`config.mk`:
```
export PLATFORM = sky130hd
export DESIGN_NAME = jk_register_bank
export DESIGN_NICKNAME = d
export VERILOG_FILES = /design/src/rtl/jk_register_bank.sv
export SDC_FILE = /design/constraint.sdc
export NUM_CORES = 1
export LEC_CHECK = 0
export CORE_MARGIN = 4
export CORE_UTILIZATION = 43
export CTS_BUF_LIST = sky130_fd_sc_hd__clkbuf_8
export DETAILED_ROUTE_END_ITERATION = 6
export PLACE_DENSITY = 0.79
export SLEW_MARGIN = 10
export SYNTH_ARGS = -nofsm -noshare
export SYNTH_HDL_FRONTEND = slang
export SYNTH_SLANG_ARGS = --single-unit
```
`constraint.sdc`:
```
create_clock -name clk -period 2.55 [get_ports clk]
set_clock_uncertainty 0.1 [all_clocks]
set_input_delay 0.51 -clock clk [delete_from_list [all_inputs] [get_ports clk]]
set_output_delay 0.51 -clock clk [all_outputs]
set_load 0.02 [all_outputs]
```
`src/rtl/jk_register_bank.sv`:
```
// Bank of WIDTH JK flip-flops with a shared mode select: per-bit JK, D or T
// operation, or whole-bank up/down counting with a registered wrap pulse.
module jk_register_bank #(
    parameter int unsigned      WIDTH     = 4,
    parameter logic [WIDTH-1:0] RESET_VAL = '0
) (
    input  logic             clk,
    input  logic             rst,
    input  logic             en,
    input  logic [1:0]       mode,
    input  logic [WIDTH-1:0] J,
    input  logic [WIDTH-1:0] K,
    output logic [WIDTH-1:0] Q,
    output logic [WIDTH-1:0] notQ,
    output logic             wrap
);

    typedef enum logic [1:0] {
        ModeJk    = 2'b00,
        ModeD     = 2'b01,
        ModeT     = 2'b10,
        ModeCount = 2'b11
    } mode_e;

    localparam logic [WIDTH-1:0] One = WIDTH'(1);

    logic [WIDTH-1:0] r_q;
    logic             r_wrap;

    mode_e            w_mode;
    logic [WIDTH-1:0] w_q_next;
    logic             w_wrap_next;
    logic             w_cnt_up;
    logic             w_cnt_dn;
    logic             w_all_ones;
    logic             w_all_zero;
    logic [WIDTH-1:0] w_q_inc;
    logic [WIDTH-1:0] w_q_dec;

    assign w_mode     = mode_e'(mode);

    // Counting only looks at bit 0 of J/K; equal inputs mean hold.
    assign w_cnt_up   = J[0] & ~K[0];
    assign w_cnt_dn   = ~J[0] & K[0];
    assign w_all_ones = &r_q;
    assign w_all_zero = ~|r_q;
    assign w_q_inc    = r_q + One;
    assign w_q_dec    = r_q - One;

    always_comb begin
        w_q_next    = r_q;
        w_wrap_next = 1'b0;
        if (en) begin
            unique case (w_mode)
                ModeJk: w_q_next = (J & ~r_q) | (~K & r_q);
                ModeD:  w_q_next = J;
                ModeT:  w_q_next = r_q ^ J;
                ModeCount: begin
                    if (w_cnt_up) begin
                        w_q_next    = w_q_inc;
                        w_wrap_next = w_all_ones;
                    end else if (w_cnt_dn) begin
                        w_q_next    = w_q_dec;
                        w_wrap_next = w_all_zero;
                    end
                end
            endcase
        end
    end

    always_ff @(posedge clk or posedge rst) begin
        if (rst) begin
            r_q    <= RESET_VAL;
            r_wrap <= 1'b0;
        end else begin
            r_q    <= w_q_next;
            r_wrap <= w_wrap_next;
        end
    end

    // notQ is a pure inversion so it can never disagree with Q.
    assign Q    = r_q;
    assign notQ = ~r_q;
    assign wrap = r_wrap;

endmodule
```
==> results by group, run 1 <==
Worst setup path
  – Reg-to-reg endpoint: Q[1]$_DFFE_PP0P_
  – Crit path kind: in -> reg
  – CP arrival: 2400 ps
  – Element type at the critical path end: register
  – Worst path required time: 2550 ps
  – CP Launch Point: K[0]
  – Worst r2r src: Q[1]$_DFFE_PP0P_
  – Worst R2R Setup Slack: 720 ps
  – CP Max Fanout: 6
  – Startpoint types: primary input
  – Register-to-Register Path Depth: 6

Clock tree
  – Worst-path clk slew: 40 ps
  – H-Tree Depth: 1
  – Clock buffer depth: 2
  – CTS root buf: clkbuf_8
  – Inserted Clock Buffers: 3
  – Clk sink count: 5
  – Post-CTS Setup Bufs: 0
  – Clk_lat worst skew: 230 ps
  – CTS tree: done

Detailed routing
  – DR iter-0 viols: 17
  – DRT Pass-1 Iters: 4
  – Via Count: 661
  – DR vias/cell: 5.748
  – DRC viols: 0
  – Final wirelength: 1.695 mm
  – Post-DRT Antenna Nets: 0
  – Wire per inst: 14.74 µm

Yosys
  – Syn_area_per_cell: 7.919 µm²
  – Sequential element share of the synthesized area: 0.2165
  – Synth Register Bits: 5
  – Area share of fa/ha/maj cells after synthesis: 0.1212
  – Synth Area in Compound Gates: 0.2727
  – Post-Syn Area: 578.1 µm²
  – Synth Instances: 73
  – Synth Warn #: 0
  – XOR/XNOR Fraction of Synth Area: 0.04545
  – Mux cell area share after synthesis: 0.07143
  – Mapped Nets: 91
  – Library cells used by synthesis: 30
  – Largest family of logic cells by synthesized area: compound AO/OA/AOI/OAI gates
  – Simple-gate share of the synthesized area: 0.1818

STA
  – Measured slew at the worst slew-check pin: 234.1 ps
  – RSZ-0062 raised after global routing: no
  – Slew headroom: 0.8428
  – # setup viols final: 0
  – Fmax: 417.3 MHz
  – Final-report max-slew violation count: 0
  – Post-layout min period: 2396 ps
  – Final Hold Viols: 0
  – Period utilization: 0.9396

Power and ir drop
  – PD cells: 663.1 nW/µm²
  – VDD IR max: 0.4549 mV
  – Total power: 585.7 µW
  – Leak: 0.3835 nW

Global routing
  – Vias in the first global route: 662
  – Global-route wire length before repair: 2.918 mm
  – Total global-route track usage: 0.2063
  – GRT overflow: 0
  – Initial antenna violation count: 0
  – Largest net degree at the start of global routing: 17

Worst hold path
  – Hold Path Class: in -> async

Cells and area
  – Number of fill cells: 100
  – Layout cell share with drive strength beyond 1: 0.1485
  – Multi-input logic area: 402.9 µm²
  – ANT cells: 0
  – FF+latch area: 125.1 µm²
  – Final nets: 120
  – Area Growth Syn to Fin: 52.81%
  – Final Cell Area: 883.3 µm²

Outcome
  – Status: finished clean

Floorplan
  – Core Box Area: 1186 µm²
  – Full die area: 1995 µm²
  – # rows: 12
  – I/O pin count: 22
  – Initial Util: 0.4873
  – Die Y: 44.67 µm
  – Chip Width: 44.67 µm

Place
  – Placer Congestion: 0.8393
  – IO buf count: 21
  – DP Area: 832.0 µm²
  – Dpl hpwl: 1.317 mm

Run
  – Max-cap viol count: 0
-- per-layer routing --
layer	wire length, µm	share of wire	global-route usage
met5	0	0	0
met4	40	0.024	0.1084
met3	131	0.077	0.03659
met2	830	0.49	0.3524
met1	692	0.41	0.2409
-- worst max path at each step --
stage,end,slack (ps)
global route,Q[3]$_DFFE_PP0P_,30
finish,Q[1]$_DFFE_PP0P_,150
detailed placement,Q[3]$_DFFE_PP0P_,-140
global placement,Q[1]$_DFFE_PP0P_,-50
CTS,Q[3]$_DFFE_PP0P_,110
floorplan,Q[3]$_DFFE_PP0P_,390
-- logic make-up (layout without fill, tap and decap cells) --
family                     count (synthesis)  in the layout
and+or+nand+nor                           20             20
adders and majority gates                  5              5
xor gates and xnor gates                   3              3
DFF                                        5              5
AOI/OAI and AO/OA                         24             24
buffers and inverters                     12             40
muxes                                      4              4
-- where the power goes --
| part | leakage (nW) | switching, mW | total [mW] | internal (mW) |
|---|---|---|---|---|
| clock | 0.0255 | 0.0457 | 0.151 | 0.105 |
| combinational | 0.299 | 0.159 | 0.308 | 0.150 |
| sequential | 0.0594 | 0.0293 | 0.126 | 0.0968 |
-- cells in the mapped netlist --
cell type  n  share of area
a21oi_1    9          0.078
inv_1      8          0.052
dfrtp_1    5           0.22
ha_1       4          0.087
nand2_1    4          0.026
nand3_1    4          0.035
nor2_1     4          0.026
o21ai_0    4          0.035
mux2i_1    3          0.052
xnor2_1    3          0.045
a211oi_1   2          0.026
clkbuf_1   2          0.013
nor3_1     2          0.017
nor4_1     2          0.022
o31ai_1    2          0.026
a21o_1     1          0.013
a21oi_4    1          0.028
a311oi_1   1          0.015
and2_1     1          0.011
buf_6      1          0.019
fa_1       1          0.035
inv_2      1         0.0065
mux2_2     1          0.019
nand2b_1   1          0.011
nand4b_1   1          0.015
o2111ai_1  1          0.015
o211ai_1   1          0.013
o21ai_1    1         0.0086
o32ai_1    1          0.015
or3_4      1          0.019
-- per-stage QoR --
step	util	setup WS (ps)	TNS (ps)	cells	hold slack (ps)
final	0.7447	153.9	0	115	383.2
after CTS	0.7405	113.0	0	115	389.0
after detailed placement	0.7015	-137.2	-308.3	111	573.4
after floorplan	-	393.9	0	73	188.5
after global placement	0.7015	-51.06	-53.49	111	543.7
after global routing	0.7447	26.70	0	115	411.7
-- state kept, by name, indices dropped and copies added, names as in the netlist --
name,flops
Q,4
wrap,1
-- cell type report --
cell class | instances | area share
Inverter | 9 | 0.03824
Multi-Input combinational cell | 56 | 0.4561
Timing Repair Buffer | 27 | 0.2918
Clock inverter | 1 | 0.005666
Sequential cell | 5 | 0.1416
Clock buffer | 3 | 0.04674
Tap cell | 14 | 0.01983
-- what timing repair did --
action / 4_1_cts / 5_1_grt
setup endpoints to repair: 0 / 1
hold buffers: 0 / 0
resized for setup: 0 / 2
-- critical path, cell delays in order --
cell and delay [ps]:
clkdlybuf4s50_1 470, inv_1 60, ha_2 180, buf_4 160, fa_1 480, a21oi_1 60, mux2_2 270, a21oi_1 150
a21oi_1 60
-- cells in the final DEF (no fill, tap or decap), drive strengths merged, types with 3 or more instances in the layout --
cell type      synthesis  routed
clkdlybuf4s50          0      20
a21oi                 10      10
inv                    9       9
buf                    1       6
dfrtp                  5       5
o21ai                  5       5
nand3                  4       4
nand2                  4       4
nor2                   4       4
ha                     4       4
mux2i                  3       3
xnor2                  3       3
clkbuf                 2       3
Note: power is estimated with default switching activity, not from simulation.
==> run 2: changes to the inputs <==
Settings changed: CORE_UTILIZATION 43 to 40, PLACE_DENSITY 0.79 to 0.77, RECOVER_POWER from default to 50.
Clock period 2.55 ns to 2.2 ns, I/O delays scaled along.
==> run 2 against run 1 <==
Net effect: final cell count rose by 6.1%; wire length grew 2.5%; register-to-register slack worse by 360 ps.
==> results by group, run 2 (synthesized netlist as in run 1, its figures left out) <==
Floorplan
  – Full die area: 2117 µm² (was 1995 µm²)
  – Initial Util: 0.4334 (was 0.4873)
  – I/O pin count: 22 (unchanged)
  – Die Y: 46.02 µm (was 44.67 µm)
  – Chip Width: 46.02 µm (was 44.67 µm)
  – # rows: 13 (was 12)
  – Core Box Area: 1334 µm² (was 1186 µm²)

Clock tree
  – Worst-path clk slew: 40 ps (about the same)
  – CTS tree: done (unchanged)
  – Clk_lat worst skew: 220 ps (was 230 ps)
  – CTS root buf: clkbuf_8 (unchanged)
  – Inserted Clock Buffers: 3 (unchanged)
  – Clk sink count: 5 (unchanged)
  – H-Tree Depth: 1 (unchanged)
  – Clock buffer depth: 2 (unchanged)
  – CTS Hold Bufs: 0 (unchanged)

STA
  – Hold WS: 491.3 ps (was 383.2 ps)
  – Setup_tns: 0 ps (unchanged)
  – Period utilization: 0.9607
  – Worst Slack Setup Final: 86.45 ps (was 153.9 ps)
  – Fmax: 473.1 MHz
  – Slew headroom: 0.8149 (was 0.8428)
  – RSZ-0062 raised after global routing: no (unchanged)
  – Measured slew at the worst slew-check pin: 275.1 ps (was 234.1 ps)
  – Final Hold Viols: 0 (unchanged)
  – # setup viols final: 0 (unchanged)
  – Final-report max-slew violation count: 0 (unchanged)
  – Post-layout min period: 2114 ps

Worst setup path
  – CP Max Fanout: 3 (was 6)
  – Register-to-Register Path Depth: 6 (unchanged)
  – CP arrival: 2110 ps (was 2400 ps)
  – Crit path kind: in -> reg (unchanged)
  – Worst r2r src: Q[1]$_DFFE_PP0P_ (unchanged)
  – Worst R2R Setup Slack: 360 ps (was 720 ps)
  – Reg-to-reg endpoint: Q[1]$_DFFE_PP0P_ (unchanged)
  – Element type at the critical path end: register (unchanged)
  – Worst path required time: 2200 ps (was 2550 ps)
  – Startpoint types: primary input (unchanged)

Global routing
  – Global-route wire length before repair: 2.739 mm (was 2.918 mm)
  – Top Usage Layer GRT: met2 (unchanged)
  – Largest net degree at the start of global routing: 17 (unchanged)
  – Vias in the first global route: 638 (was 662)
  – GR Util met1: 0.2335 (was 0.2409)
  – GRT overflow: 0 (unchanged)
  – Grt met3 use: 0.02372 (was 0.03659)
  – Initial antenna violation count: 0 (unchanged)
  – Total global-route track usage: 0.1789 (was 0.2063)
  – Met2 Resource Use GR: 0.2885 (was 0.3524)

Place
  – IO buf count: 21 (unchanged)
  – Dpl hpwl: 1.285 mm (was 1.317 mm)
  – Placer Congestion: 0.8672 (was 0.8393)
  – Setup WS pre-CTS: -357.9 ps (was -137.2 ps)

Power and ir drop
  – PD cells: 737.9 nW/µm² (was 663.1 nW/µm²)
  – Leak: 0.4179 nW (was 0.3835 nW)
  – VDD IR max: 0.4313 mV (was 0.4549 mV)

Detailed routing
  – Via Count: 678 (was 661)
  – DRT Pass-1 Iters: 4 (unchanged)
  – Wire per inst: 14.24 µm (was 14.74 µm)
  – DR iter-0 viols: 17 (unchanged)
  – Final wirelength: 1.737 mm (was 1.695 mm)
  – Post-DRT Antenna Nets: 0 (unchanged)
  – DR vias/cell: 5.557 (was 5.748)
  – DRC viols: 0 (unchanged)

Cells and area
  – ANT cells: 0 (unchanged)
  – Layout cell share with drive strength beyond 1: 0.2150 (was 0.1485)
  – Final nets: 126 (was 120)
  – Area Growth Syn to Fin: 61.26% (was 52.81%)
  – Final core occ: 0.6989 (was 0.7447)
  – Number of fill cells: 108 (was 100)
  – Commonest non-fill, non-tap cells in the layout: clkdlybuf4s50_1, buf_4, a21oi_1, inv_1, dfrtp_1 (was clkdlybuf4s50_1, a21oi_1, inv_1, buf_4, dfrtp_1)
  – Largest register FFs: 4 (unchanged)
  – Most common cell after layout, fill and taps aside: clkdlybuf4s50_1 (unchanged)

Run
  – Max-cap viol count: 0 (unchanged)

Worst hold path
  – Hold Path Class: in -> async (unchanged)

Outcome
  – Status: finished clean (unchanged)
[run 2: cell types whose count changed in the layout (fill, tap and decap cells not counted), sizes merged]
cell,delta
dlygate4sd3,+3
clkinv,-1
clkdlybuf4s50,-4
inv,+1
buf,+6
clkdlybuf4s15,+1
[run 2: metrics by stage]
step                total power, mW  cell area, µm²  std cells
global placement             0.5083           863.3        116
finish                       0.6879           932.1        122
floorplan                    0.3536           578.1         73
CTS                          0.6900           920.9        121
detailed placement           0.5160           863.3        116
global route                 0.7357           932.1        122
[run 2: how the worst max path moves through the flow]
| stage | start | to |
|---|---|---|
| global placement | K[0] | Q[3]$_DFFE_PP0P_ |
| CTS | J[0] | Q[3]$_DFFE_PP0P_ |
| detailed placement | K[0] | Q[3]$_DFFE_PP0P_ |
| global route | K[0] | Q[1]$_DFFE_PP0P_ |
| floorplan | K[0] | Q[3]$_DFFE_PP0P_ |
| finish | K[0] | Q[1]$_DFFE_PP0P_ |
[run 2: layout make-up]
cell class              count  area [µm²]  area share
flip-flops and latches      5       125.1      0.1342
multi-input cells          56       406.6      0.4362
inverters                   9       33.78     0.03624
clock inverters             1       3.754    0.004027
clock buffers               3       41.29     0.04430
repair buffers             33       302.8      0.3248
well taps                  15       18.77     0.02013
[run 2: where the power goes]
part	leakage, nW	switching (mW)	internal (mW)
clock	0.0269	0.0472	0.120
combinational	0.332	0.189	0.186
sequential	0.0594	0.0336	0.112
total	0.418	0.270	0.418
[run 2: what timing repair did]
| item | 4_1_cts | 5_1_grt |
|---|---|---|
| buffers inserted | 1 | 1 |
| pin swaps | 5 | 5 |
| cloned | 0 | 0 |
| resized for setup | 4 | 3 |
| setup endpoints to repair | 3 | 3 |
[run 2: layer usage]
layer	up-vias	wire length, µm
li1	334	-
met1	310	737
met2	30	841
met3	4	130
met4	0	27
met5	-	0
[run 2: critical path, stage by stage]
cell and delay, ps:
clkdlybuf4s15_1 190, inv_2 40, ha_2 180, buf_4 130, buf_4 130, fa_1 480, a21oi_1 60, mux2_2 270
a21oi_2 130, a21oi_1 40
==> run 3: changes to the inputs <==
Settings changed: HOLD_SLACK_MARGIN from default to 0.1.
==> results of run 3 <==
No change in the layout: final DEF, timing and power equal those of run 2.
